--- config.mk ---
export PLATFORM = sky130hd
export DESIGN_NAME = mult_param
export DESIGN_NICKNAME = d
export VERILOG_FILES = /design/src/rtl/mult_param.sv
export SDC_FILE = /design/constraint.sdc
export NUM_CORES = 1
export LEC_CHECK = 0
export CAP_MARGIN = 20
export CORE_MARGIN = 5
export CORE_UTILIZATION = 44
export CTS_CLUSTER_DIAMETER = 80
export DETAILED_ROUTE_END_ITERATION = 10
export MAX_ROUTING_LAYER = met4
export PLACE_DENSITY = 0.72
export SLEW_MARGIN = 20
export SYNTH_ARGS = -nofsm -noshare
export SYNTH_HDL_FRONTEND = slang
export SYNTH_SLANG_ARGS = --single-unit
--- constraint.sdc ---
create_clock -name clk -period 4.79 [get_ports clk]
set_input_delay 0.479 -clock clk [delete_from_list [all_inputs] [get_ports clk]]
set_output_delay 0.479 -clock clk [all_outputs]
set_load 0.005 [all_outputs]
--- src/rtl/mult_param.sv ---
// Parametrised radix-2 Booth sequential multiplier with start/done handshake.
// Optional macro MULT_ZERO_BYPASS_EN: zero operands finish in one cycle without asserting MultBusy.
module mult_param #(
  parameter int WIDTH = 32
) (
  input  logic             clk,
  input  logic             reset_n,
  input  logic             MultInit,
  input  logic             MultSigned,
  input  logic [WIDTH-1:0] A_Out,
  input  logic [WIDTH-1:0] B_Out,
  output logic             MultBusy,
  output logic             MultStop,
  output logic [WIDTH-1:0] Mult_High_Out,
  output logic [WIDTH-1:0] Mult_Low_Out
);

  localparam int CW = $clog2(WIDTH + 2);

  typedef enum logic [1:0] {
    IDLE,
    RUN,
    DONE
  } state_t;

  state_t multState, nextState;

  logic [WIDTH+1:0] accReg;
  logic [WIDTH:0]   mcandReg;
  logic [WIDTH:0]   mplierReg;
  logic             boothReg;
  logic [CW-1:0]    countReg;
  logic             bypassReg;

  logic [WIDTH:0]   aExt;
  logic [WIDTH:0]   bExt;
  logic [WIDTH+1:0] mcandWide;
  logic [WIDTH+1:0] sumVal;
  logic [WIDTH+1:0] accShift;
  logic [WIDTH:0]   mplierShift;
  logic             startOk;
  logic             lastIter;
  logic             zeroOp;

  assign aExt      = {MultSigned & A_Out[WIDTH-1], A_Out};
  assign bExt      = {MultSigned & B_Out[WIDTH-1], B_Out};
  assign mcandWide = {mcandReg[WIDTH], mcandReg};
  assign startOk   = MultInit && (multState != RUN);
  assign lastIter  = (multState == RUN) && (countReg == CW'(1));

`ifdef MULT_ZERO_BYPASS_EN
  assign zeroOp = (A_Out == '0) || (B_Out == '0);
`else
  assign zeroOp = 1'b0;
`endif

  // Booth step: add/subtract on {LSB, Booth bit}, then arithmetic shift of {acc, mplier, booth}
  always_comb begin
    sumVal = accReg;
    case ({mplierReg[0], boothReg})
      2'b01:   sumVal = accReg + mcandWide;
      2'b10:   sumVal = accReg - mcandWide;
      default: sumVal = accReg;
    endcase
    accShift    = {sumVal[WIDTH+1], sumVal[WIDTH+1:1]};
    mplierShift = {sumVal[0], mplierReg[WIDTH:1]};
  end

  always_ff @(posedge clk) begin
    if (!reset_n) begin
      multState <= IDLE;
    end else begin
      multState <= nextState;
    end
  end

  always_comb begin
    nextState = multState;
    MultBusy  = 1'b0;
    MultStop  = 1'b0;
    case (multState)
      IDLE: begin
        if (MultInit) nextState = RUN;
      end
      RUN: begin
        MultBusy = !bypassReg;
        if (countReg == CW'(1)) nextState = DONE;
      end
      DONE: begin
        MultStop = 1'b1;
        if (MultInit) nextState = RUN;
        else          nextState = IDLE;
      end
      default: nextState = IDLE;
    endcase
  end

  // A bypassed zero operation runs a single silent iteration on zeroed operands
  always_ff @(posedge clk) begin
    if (!reset_n) begin
      accReg        <= '0;
      mcandReg      <= '0;
      mplierReg     <= '0;
      boothReg      <= 1'b0;
      countReg      <= '0;
      bypassReg     <= 1'b0;
      Mult_High_Out <= '0;
      Mult_Low_Out  <= '0;
    end else if (startOk) begin
      accReg    <= '0;
      boothReg  <= 1'b0;
      bypassReg <= zeroOp;
      if (zeroOp) begin
        mcandReg  <= '0;
        mplierReg <= '0;
        countReg  <= CW'(1);
      end else begin
        mcandReg  <= aExt;
        mplierReg <= bExt;
        countReg  <= CW'(WIDTH + 1);
      end
    end else if (multState == RUN) begin
      accReg    <= accShift;
      mplierReg <= mplierShift;
      boothReg  <= mplierReg[0];
      countReg  <= countReg - CW'(1);
      if (lastIter) begin
        Mult_High_Out <= {accShift[WIDTH-2:0], mplierShift[WIDTH]};
        Mult_Low_Out  <= mplierShift[WIDTH-1:0];
      end
    end
  end

endmodule

# Yosys cells after proc, flatten, opt, wreduce, memory -nomap -nowiden

Cells that the tools add are included.

Output and inout bits: 66
Input bits: 68
Register bits after elaboration: 172
Logic and storage cells: 42

Bitwise operators: 4
Add/subtract/negate cells: 3
Reductions and logical operators: 7
Muxes and demuxes: 11
Equal/unequal tests: 8

Operators with widths:

| cell                                                  | count |
|---|---|
| case mux 34 bit (2 select lines)                      | 1 |
| 2-to-1 mux 33 bit                                     | 2 |
| adder 33 x 33 -> 34 bit                               | 1 |
| subtractor 33 x 33 -> 34 bit                          | 1 |
| 2-to-1 mux 6 bit                                      | 2 |
| equality test 6 x 1 -> 1 bit, second input constant   | 1 |
| case mux 2 bit (3 select lines)                       | 1 |
| subtractor 6 x 1 -> 6 bit, second input constant      | 1 |
| equality test 2 x 1 -> 1 bit, second input constant   | 2 |
| equality test 2 bit, second input constant            | 2 |
| 2-to-1 mux 2 bit                                      | 2 |
| inequality test 2 bit, second input constant          | 2 |
| 2-to-1 mux 1 bit                                      | 3 |
| AND reduction 3 bit                                   | 1 |
| AND 1 bit                                             | 2 |
| logical AND 1 bit                                     | 2 |
| logical NOT 2 bit                                     | 1 |
| inequality test 2 x 1 -> 1 bit, second input constant | 1 |
| NOT 1 bit                                             | 2 |
| AND reduction 2 bit                                   | 1 |
| nonzero test 2 bit                                    | 1 |
| OR reduction 2 bit                                    | 1 |

# Longest topological paths before layout

Gate-level depths: netlist of run 1.

Depth in word-level cells: 4
Depth in mapped cells: 18
Depth with buffers taken out: 17

# Least setup slack after synthesis of run 1

Ideal clock, no wire load.

Path kind: flip-flop to flip-flop
Start point: register mcandReg[6]
End point: register accReg[32] (netlist name)
Cell stages (with the launch flop): 18
Required time: 4723 ps
Library setup time: 67 ps
Path buffers: 1
Arrival: 3819 ps
Path slack: 904 ps
Clock period less this slack: 3886 ps
Path through: dfxtp_1 -> or4_4 -> nor4_2 -> and3b_1 -> and2_2 -> nor3b_2 -> a21oi_1 -> xnor2_1 -> ha_1 -> buf_2 -> nand3_1 -> nor2_1 -> nand4_1 -> o21ba_2 -> nor2_2 -> or4_4 -> a31o_1 -> a21oi_2

Word-level cells in the longest chain between the ends: 2
Elaborated cells on any way between the ends: 3
Those cells by class: add/sub: 2; mux: 1

Ends and longest elaborated chain:

| what                                                                           | RTL line | text |
|---|---|---|
| start, declared                                                                | 29       | `logic [WIDTH:0] mcandReg;` |
| start signal, assigned                                                         | 118      | `mcandReg <= aExt;` |
| subtractor 33 x 33 -> 34 bit / adder 33 x 33 -> 34 bit (equally long branches) | 62, 61   |  |
| case mux 34 bit (2 select lines) (*)                                           | 60       | `case ({mplierReg[0], boothReg})` |

Mark *: on every way between the ends. The rest lies on a longest branch, timed or not.
A chain may end at the register's enable or synchronous reset.

# Final worst setup path of run 1

Start point: register mcandReg[2]
End point: register accReg[32] (netlist name)

Word-level cells in the longest chain between the ends: 2
Elaborated cells on any way between the ends: 3
Those cells by class: add/sub: 2; mux: 1

Ends and longest elaborated chain:

| what                                                                           | RTL line |
|---|---|
| subtractor 33 x 33 -> 34 bit / adder 33 x 33 -> 34 bit (equally long branches) | 62, 61 |
| case mux 34 bit (2 select lines) (*)                                           | 60 |

Marks and branches as above.

==> results of run 1 <==
## worst min-delay path, delay by kind of cell, from the launching register on
family / cells / cell delay [ns]
flops: 1 / 0.31
compound gates: 1 / 0.05
simple gates: 1 / 0.05
## cells in the final DEF (no fill, tap or decap), types with 3 or more instances in the layout
master	instances
nand2_1	170
clkdlybuf4s50_1	132
buf_4	14
clkbuf_16	17
nor2b_1	8
or2_2	3
o21ai_1	6
inv_1	23
or4_1	3
and4_1	3
ha_1	37
or4_4	3
o211ai_1	3
a31oi_1	13
nor2_1	121
or3_1	3
dfxtp_1	172
nor3_1	27
and2_1	6
o21a_1	6
xor2_1	9
a21oi_2	3
o21bai_1	3
nor2_2	3
mux2i_1	42
nand2b_1	8
and3_1	6
nand4_1	10
nor4_1	3
a21o_1	17
nand3_1	11
inv_12	3
xnor2_1	52
o21ai_0	56
a211oi_1	54
a21oi_1	152
a311oi_1	3
clkinv_8	8
o31ai_1	3
## per-stage QoR
| step | std cells | instance area [µm²] |
|---|---|---|
| 2_1_floorplan | 1163 | 9210 |
| 3_3_place_gp | 1506 | 10700 |
| 3_5_place_dp | 1506 | 10700 |
| 4_1_cts | 1538 | 11300 |
| 5_1_grt | 1538 | 11300 |
| 6_report | 1538 | 11300 |
## power groups by stage
stage | registers (µW) | logic, µW | clock network, µW
CTS | 1600 | 1130 | 1530
finish | 1600 | 1130 | 1500
floorplan | 1610 | 826 | 0
global route | 1620 | 1260 | 1600
detailed placement | 1630 | 1120 | 0
global placement | 1630 | 1120 | 0
## area by class of cell
type,instances,share of cell area
clock buffer,17,0.0375
inverter,25,0.00838
clock inverter,15,0.0210
timing repair buffer,147,0.126
multi-input combinational,887,0.473
sequential,172,0.304
tap,275,0.0303
## metal layers
layer | global-route usage | routed length, µm
met1 | 0.258 | 10900
met2 | 0.365 | 12500
met3 | 0.0470 | 1160
met4 | 0.0690 | 608
met5 | - | 0
## cells by family (layout without fill, tap and decap cells)
logic type               count (synthesis)  count (layout)  share of synthesized area
buffers and inverters                  104             204                     0.0447
XOR/XNOR                                61              61                     0.0580
adder cells (fa/ha/maj)                 38              38                     0.0524
flip-flops                             172             172                      0.374
multiplexers                            44              44                     0.0481
AND/OR/NAND/NOR                        404             404                      0.199
AO/OA/AOI/OAI                          340             340                      0.224
## registers in the layout, summed over array words and instances (netlist names)
signal         cells
accReg            33
mcandReg          33
mplierReg         33
Mult_High_Out     32
Mult_Low_Out      32
countReg           6
multState          2
boothReg           1
## final timing paths
path	endpoint	depth (start not counted)	startpoint
setup / recovery	accReg[32]	16	mcandReg[2]
hold / removal	boothReg	2	boothReg
setup reg to reg	accReg[32]	16	mcandReg[2]
hold reg to reg	boothReg	2	boothReg
==> key figures, run 1 <==
Clocking
  – CTS Sinks: 172
  – Reg clk slew, reported paths: 0.07 ns
  – Post-CTS Resized: 0
  – # hold bufs at CTS: 0
  – Num CTS Buffers: 17
  – Max Root-Sink Buffers: 2
  – Skew-Pair Late Insertion Delay: 0.45 ns
  – Postcts setup bufs: 0
  – Clock root cell: clkbuf_16
  – CTS tree: done
  – CTS H-tree depth: 4

Outcome
  – Outcome: completed

Synth
  – Cell variety after synth: 71
  – Top cell type's share of synthesized area: 0.374
  – Top cells by count, synth: dfxtp_1, nand2_1, a21oi_1
  – Syn nets: 1269
  – YS warnings: 0
  – Post-synthesis sequential area ratio: 0.374
  – Ys flop type: dfxtp_1
  – Synthesized instance count: 1163
  – Synth Area per Inst: 7.92 µm²
  – Post-synth EDFFs: 0
  – Ys async rst share: 0
  – Yosys top cell by area: dfxtp_1
  – Most common cell in the netlist: dfxtp_1
  – Mapped Area: 0.00921 mm²
  – Synth area leaders: dfxtp_1, a21oi_1, nand2_1, ha_1, nor2_1
  – Yosys reg bits: 172

Floorplan
  – Die height: 155 µm
  – Die area: 0.0239 mm²
  – Die boundary width: 155 µm
  – Initial Utilization: 0.442
  – Rows: 53
  – IO Count: 134
  – Core area: 0.0208 mm²

Setup path
  – Worst Setup End Kind: flop
  – Critical path's top delay family: simple AND/OR/NAND/NOR gates
  – Worst-path fanout max: 8
  – Top cell by count, worst path: nor3b_2
  – Crit-path slowest cell: or4_4
  – Worst setup path category: flop to flop
  – Buf/Inv on CP: 0
  – Critical Path, Cell by Cell: or3_4 > nor3b_2 > and3b_1 > and2_2 > nor3b_2 > a21oi_1 > xnor2_1 > ha_1 > nand3_1 > nor2_1 > nand4_1 > o21ba_2 > nor2_2 > or4_4 > a31o_1 > a21oi_2
  – Element type at the critical path start: flop
  – Worst Path Required: 5.15 ns
  – R2R setup slack: 0.39 ns
  – CP max stage delay: 0.54 ns
  – Arr. time, crit path: 4.76 ns

Timing
  – Measured slew at the worst slew-check pin: 0.921 ns
  – Clk_skew: 0.0162 ns
  – Post-layout min period: 4.40 ns
  – Setup violations, final: 0
  – Worst Hold Slack: 0.457 ns
  – Worst Slack Setup Final: 0.389 ns
  – RSZ-0062 raised after global routing: false
  – Period utilisation layout: 0.919
  – Slew HR: 0.385
  – Hold Fails Final Rpt: 0
  – Setup TNS: 0 ns
  – FMAX: 227 MHz
  – Final Max Tran Viols: 0

Power
  – P_leak: 0.00432 µW
  – VDD IR max: 0.271 mV
  – Psw: 1460 µW
  – Seq pwr share: 0.378
  – Power Total: 4240 µW
  – PwrDens: 373 mW/mm²
  – Logic gate share of total power: 0.267
  – Clock Power Share: 0.355
  – Int Power: 2780 µW
  – Sw frac: 0.345

Drt
  – Drc violations: 0
  – Routed len/inst: 16.4 µm
  – ANT nets after route: 0
  – WL final: 25.2 mm
  – Routed via count: 8348
  – Initial DRC count: 536
  – First drt pass iteration count: 5
  – Drt via density: 5.43

Global routing
  – Total GRT Usage: 0.216
  – Total gr overflow: 0
  – Largest net degree at the start of global routing: 85
  – Vias in the first global route: 7957
  – Initial antenna violation count: 0
  – First-pass GRT wire length: 40.8 mm

Place
  – Quantity of I/O buffers inserted on ports: 133
  – DP Wirelength: 18.1 mm
  – Place WS: 0.397 ns
  – Final GP Congestion: 0.887

Cells and area
  – Multi-input logic area: 0.00537 mm²
  – P&R area growth vs syn: 23.1%
  – Final net count: 1356
  – # diodes: 0
  – Area occupied by registers: 0.00344 mm²
  – Fillers: 2014
  – Layout cells sized above 1: 0.0673
  – Post-layout util: 0.545

Flow run
  – Max Cap Viol: 0

Worst hold path
  – Tightest Hold Check Type: flop to flop
Power figures use the tool's default switching activity.
==> inputs of run 2 (changes only) <==
--- a/config.mk
+++ b/config.mk
@@ -6,7 +6,6 @@
 export NUM_CORES = 1
 export LEC_CHECK = 0
 export CAP_MARGIN = 20
-export CORE_MARGIN = 5
 export CORE_UTILIZATION = 44
 export CTS_CLUSTER_DIAMETER = 80
 export DETAILED_ROUTE_END_ITERATION = 10
==> constraint.sdc (replaced) <==
create_clock -name clk -period 4.79 [get_ports clk]
set_input_delay 0.479 -clock clk [delete_from_list [all_inputs] [get_ports clk]]
set_output_delay 0.479 -clock clk [all_outputs]
set_load 0.1 [all_outputs]
==> key figures, run 2 (same netlist as run 1, synthesis figures left out) <==
Timing
  – Period utilisation layout: 0.922
  – Worst Slack Setup Final: 0.373 ns
  – Hold Fails Final Rpt: 0
  – Final Max Tran Viols: 0
  – Slew HR: 0.251
  – Clk_skew: 0.0128 ns
  – Setup TNS: 0 ns
  – Setup violations, final: 0
  – Post-layout min period: 4.42 ns
  – FMAX: 226 MHz
  – Worst Hold Slack: 0.459 ns
  – RSZ-0062 raised after global routing: false
  – Measured slew at the worst slew-check pin: 1.12 ns

Setup path
  – Worst R2R Start: mcandReg[6]
  – Worst r2r path cells: 16
  – Worst-path fanout max: 8
  – Worst setup path startpoint: mcandReg[6]
  – Arr. time, crit path: 4.77 ns
  – Reg-to-reg endpoint: accReg[32]
  – R2R setup slack: 0.37 ns
  – Worst Setup End Kind: flop
  – Element type at the critical path start: flop
  – CP endpoint: accReg[32]
  – Worst Path Required: 5.15 ns
  – Worst setup path category: flop to flop

Place
  – DP Wirelength: 17.6 mm
  – Place WS: 0.419 ns
  – Quantity of I/O buffers inserted on ports: 133
  – Final GP Congestion: 0.923

Clocking
  – CTS Sinks: 172
  – CTS tree: done
  – Max Root-Sink Buffers: 2
  – # hold bufs at CTS: 0
  – Num CTS Buffers: 17
  – Clock root cell: clkbuf_16
  – Skew-Pair Late Insertion Delay: 0.44 ns
  – CTS H-tree depth: 4
  – Post-CTS Resized: 0
  – Postcts setup bufs: 0
  – Reg clk slew, reported paths: 0.07 ns

Floorplan
  – Core area: 0.0204 mm²
  – Die area: 0.0215 mm²
  – Initial Utilization: 0.452
  – Die boundary width: 147 µm
  – IO Count: 134
  – Die height: 147 µm
  – Rows: 52

Drt
  – Routed via count: 8345
  – ANT nets after route: 0
  – Drt via density: 5.45
  – Initial DRC count: 403
  – Drc violations: 0
  – WL final: 24.7 mm
  – First drt pass iteration count: 5
  – Routed len/inst: 16.1 µm

Cells and area
  – Final net count: 1355
  – P&R area growth vs syn: 22.4%
  – Registers with the most flip-flops: accReg x33, mcandReg x33, mplierReg x33
  – Fillers: 1914
  – # diodes: 0
  – Most frequent cells in the layout: dfxtp_1, nand2_1, a21oi_1
  – Layout cells sized above 1: 0.0658
  – Commonest non-fill, non-tap cell in the layout: dfxtp_1

Outcome
  – Outcome: completed

Power
  – P_leak: 0.00429 µW
  – Psw: 1570 µW
  – VDD IR max: 0.255 mV
  – PwrDens: 380 mW/mm²
  – Clock Power Share: 0.329
  – Seq pwr share: 0.374
  – Sw frac: 0.367
  – Int Power: 2710 µW
  – Power Total: 4280 µW
  – Logic gate share of total power: 0.297

Global routing
  – Vias in the first global route: 8046
  – First-pass GRT wire length: 40.0 mm
  – Total GRT Usage: 0.239
  – Initial antenna violation count: 0
  – Largest net degree at the start of global routing: 84
  – Total gr overflow: 0

Worst hold path
  – Tightest Hold Check Type: flop to flop

Flow run
  – Max Cap Viol: 0
## run 2: changes by cell type in the layout (fill, tap and decap cells not counted)
| cell | change |
|---|---|
| buf_4 | -1 |
| bufinv_16 | -1 |
| clkinv_4 | +1 |
| clkinv_8 | -3 |
| clkinvlp_4 | +1 |
| inv_12 | -2 |
| inv_8 | +4 |
| nor2_1 | +1 |
| nor2_2 | -1 |
## run 2: worst min path at each step
stage                     start          endpoint  cells past startpoint
2_1_floorplan          boothReg          boothReg                      2
5_1_grt         Mult_Low_Out[7]   Mult_Low_Out[7]                      2
6_report               boothReg          boothReg                      2
3_5_place_dp   Mult_Low_Out[21]  Mult_Low_Out[21]                      2
4_1_cts                boothReg          boothReg                      2
3_3_place_gp           boothReg          boothReg                      2
## run 2: stage by stage
stage,util,instance area [µm²],instances
after CTS,0.554,11300,1532
after global placement,0.524,10700,1500
after global routing,0.554,11300,1532
after detailed placement,0.524,10700,1500
final,0.554,11300,1532
after floorplan,-,9210,1163
## run 2: final cells by class
class,count,area (µm²),area share
inverter,25,95.1,0.00843
multi-input combinational,887,5370,0.476
clock buffer,17,425,0.0377
tap,270,338,0.0300
sequential,172,3440,0.305
clock inverter,15,188,0.0166
timing repair buffer,146,1420,0.126
## run 2: metal layers
| layer | track usage | vias up | wire length (µm) |
|---|---|---|---|
| met5 | - | - | 0 |
| met4 | 0.0833 | 0 | 672 |
| met1 | 0.278 | 3864 | 10600 |
| met2 | 0.406 | 199 | 12100 |
| met3 | 0.0500 | 39 | 1240 |
| li1 | - | 4243 | - |
## run 2: power groups by stage
stage | logic [µW] | clock network [µW] | registers, µW
2_1_floorplan | 834 | 0 | 1750
3_3_place_gp | 1250 | 0 | 1630
3_5_place_dp | 1270 | 0 | 1630
4_1_cts | 1280 | 1430 | 1600
5_1_grt | 1390 | 1500 | 1610
6_report | 1270 | 1410 | 1600
## run 2: worst max-delay path, cell delays in order, from the launching register on
cell     delay [ns]
dfxtp_1        0.37
or4_4          0.59
nor4_2         0.18
and3b_1        0.29
and2_2         0.20
nor3b_2        0.30
a21oi_1        0.13
xnor2_1        0.18
ha_1           0.45
nand3_1        0.15
nor2_1         0.17
nand4_1        0.11
o21ba_2        0.28
nor2_2         0.05
or4_4          0.53
a31o_1         0.24
a21oi_2        0.10
==> inputs of run 3 (changes only) <==
--- a/config.mk
+++ b/config.mk
@@ -5,7 +5,6 @@
 export SDC_FILE = /design/constraint.sdc
 export NUM_CORES = 1
 export LEC_CHECK = 0
-export CAP_MARGIN = 20
 export CORE_UTILIZATION = 44
 export CTS_CLUSTER_DIAMETER = 80
 export DETAILED_ROUTE_END_ITERATION = 10
==> results of run 3 <==
Same layout as run 2: the final DEF is identical, and so are final timing and power.
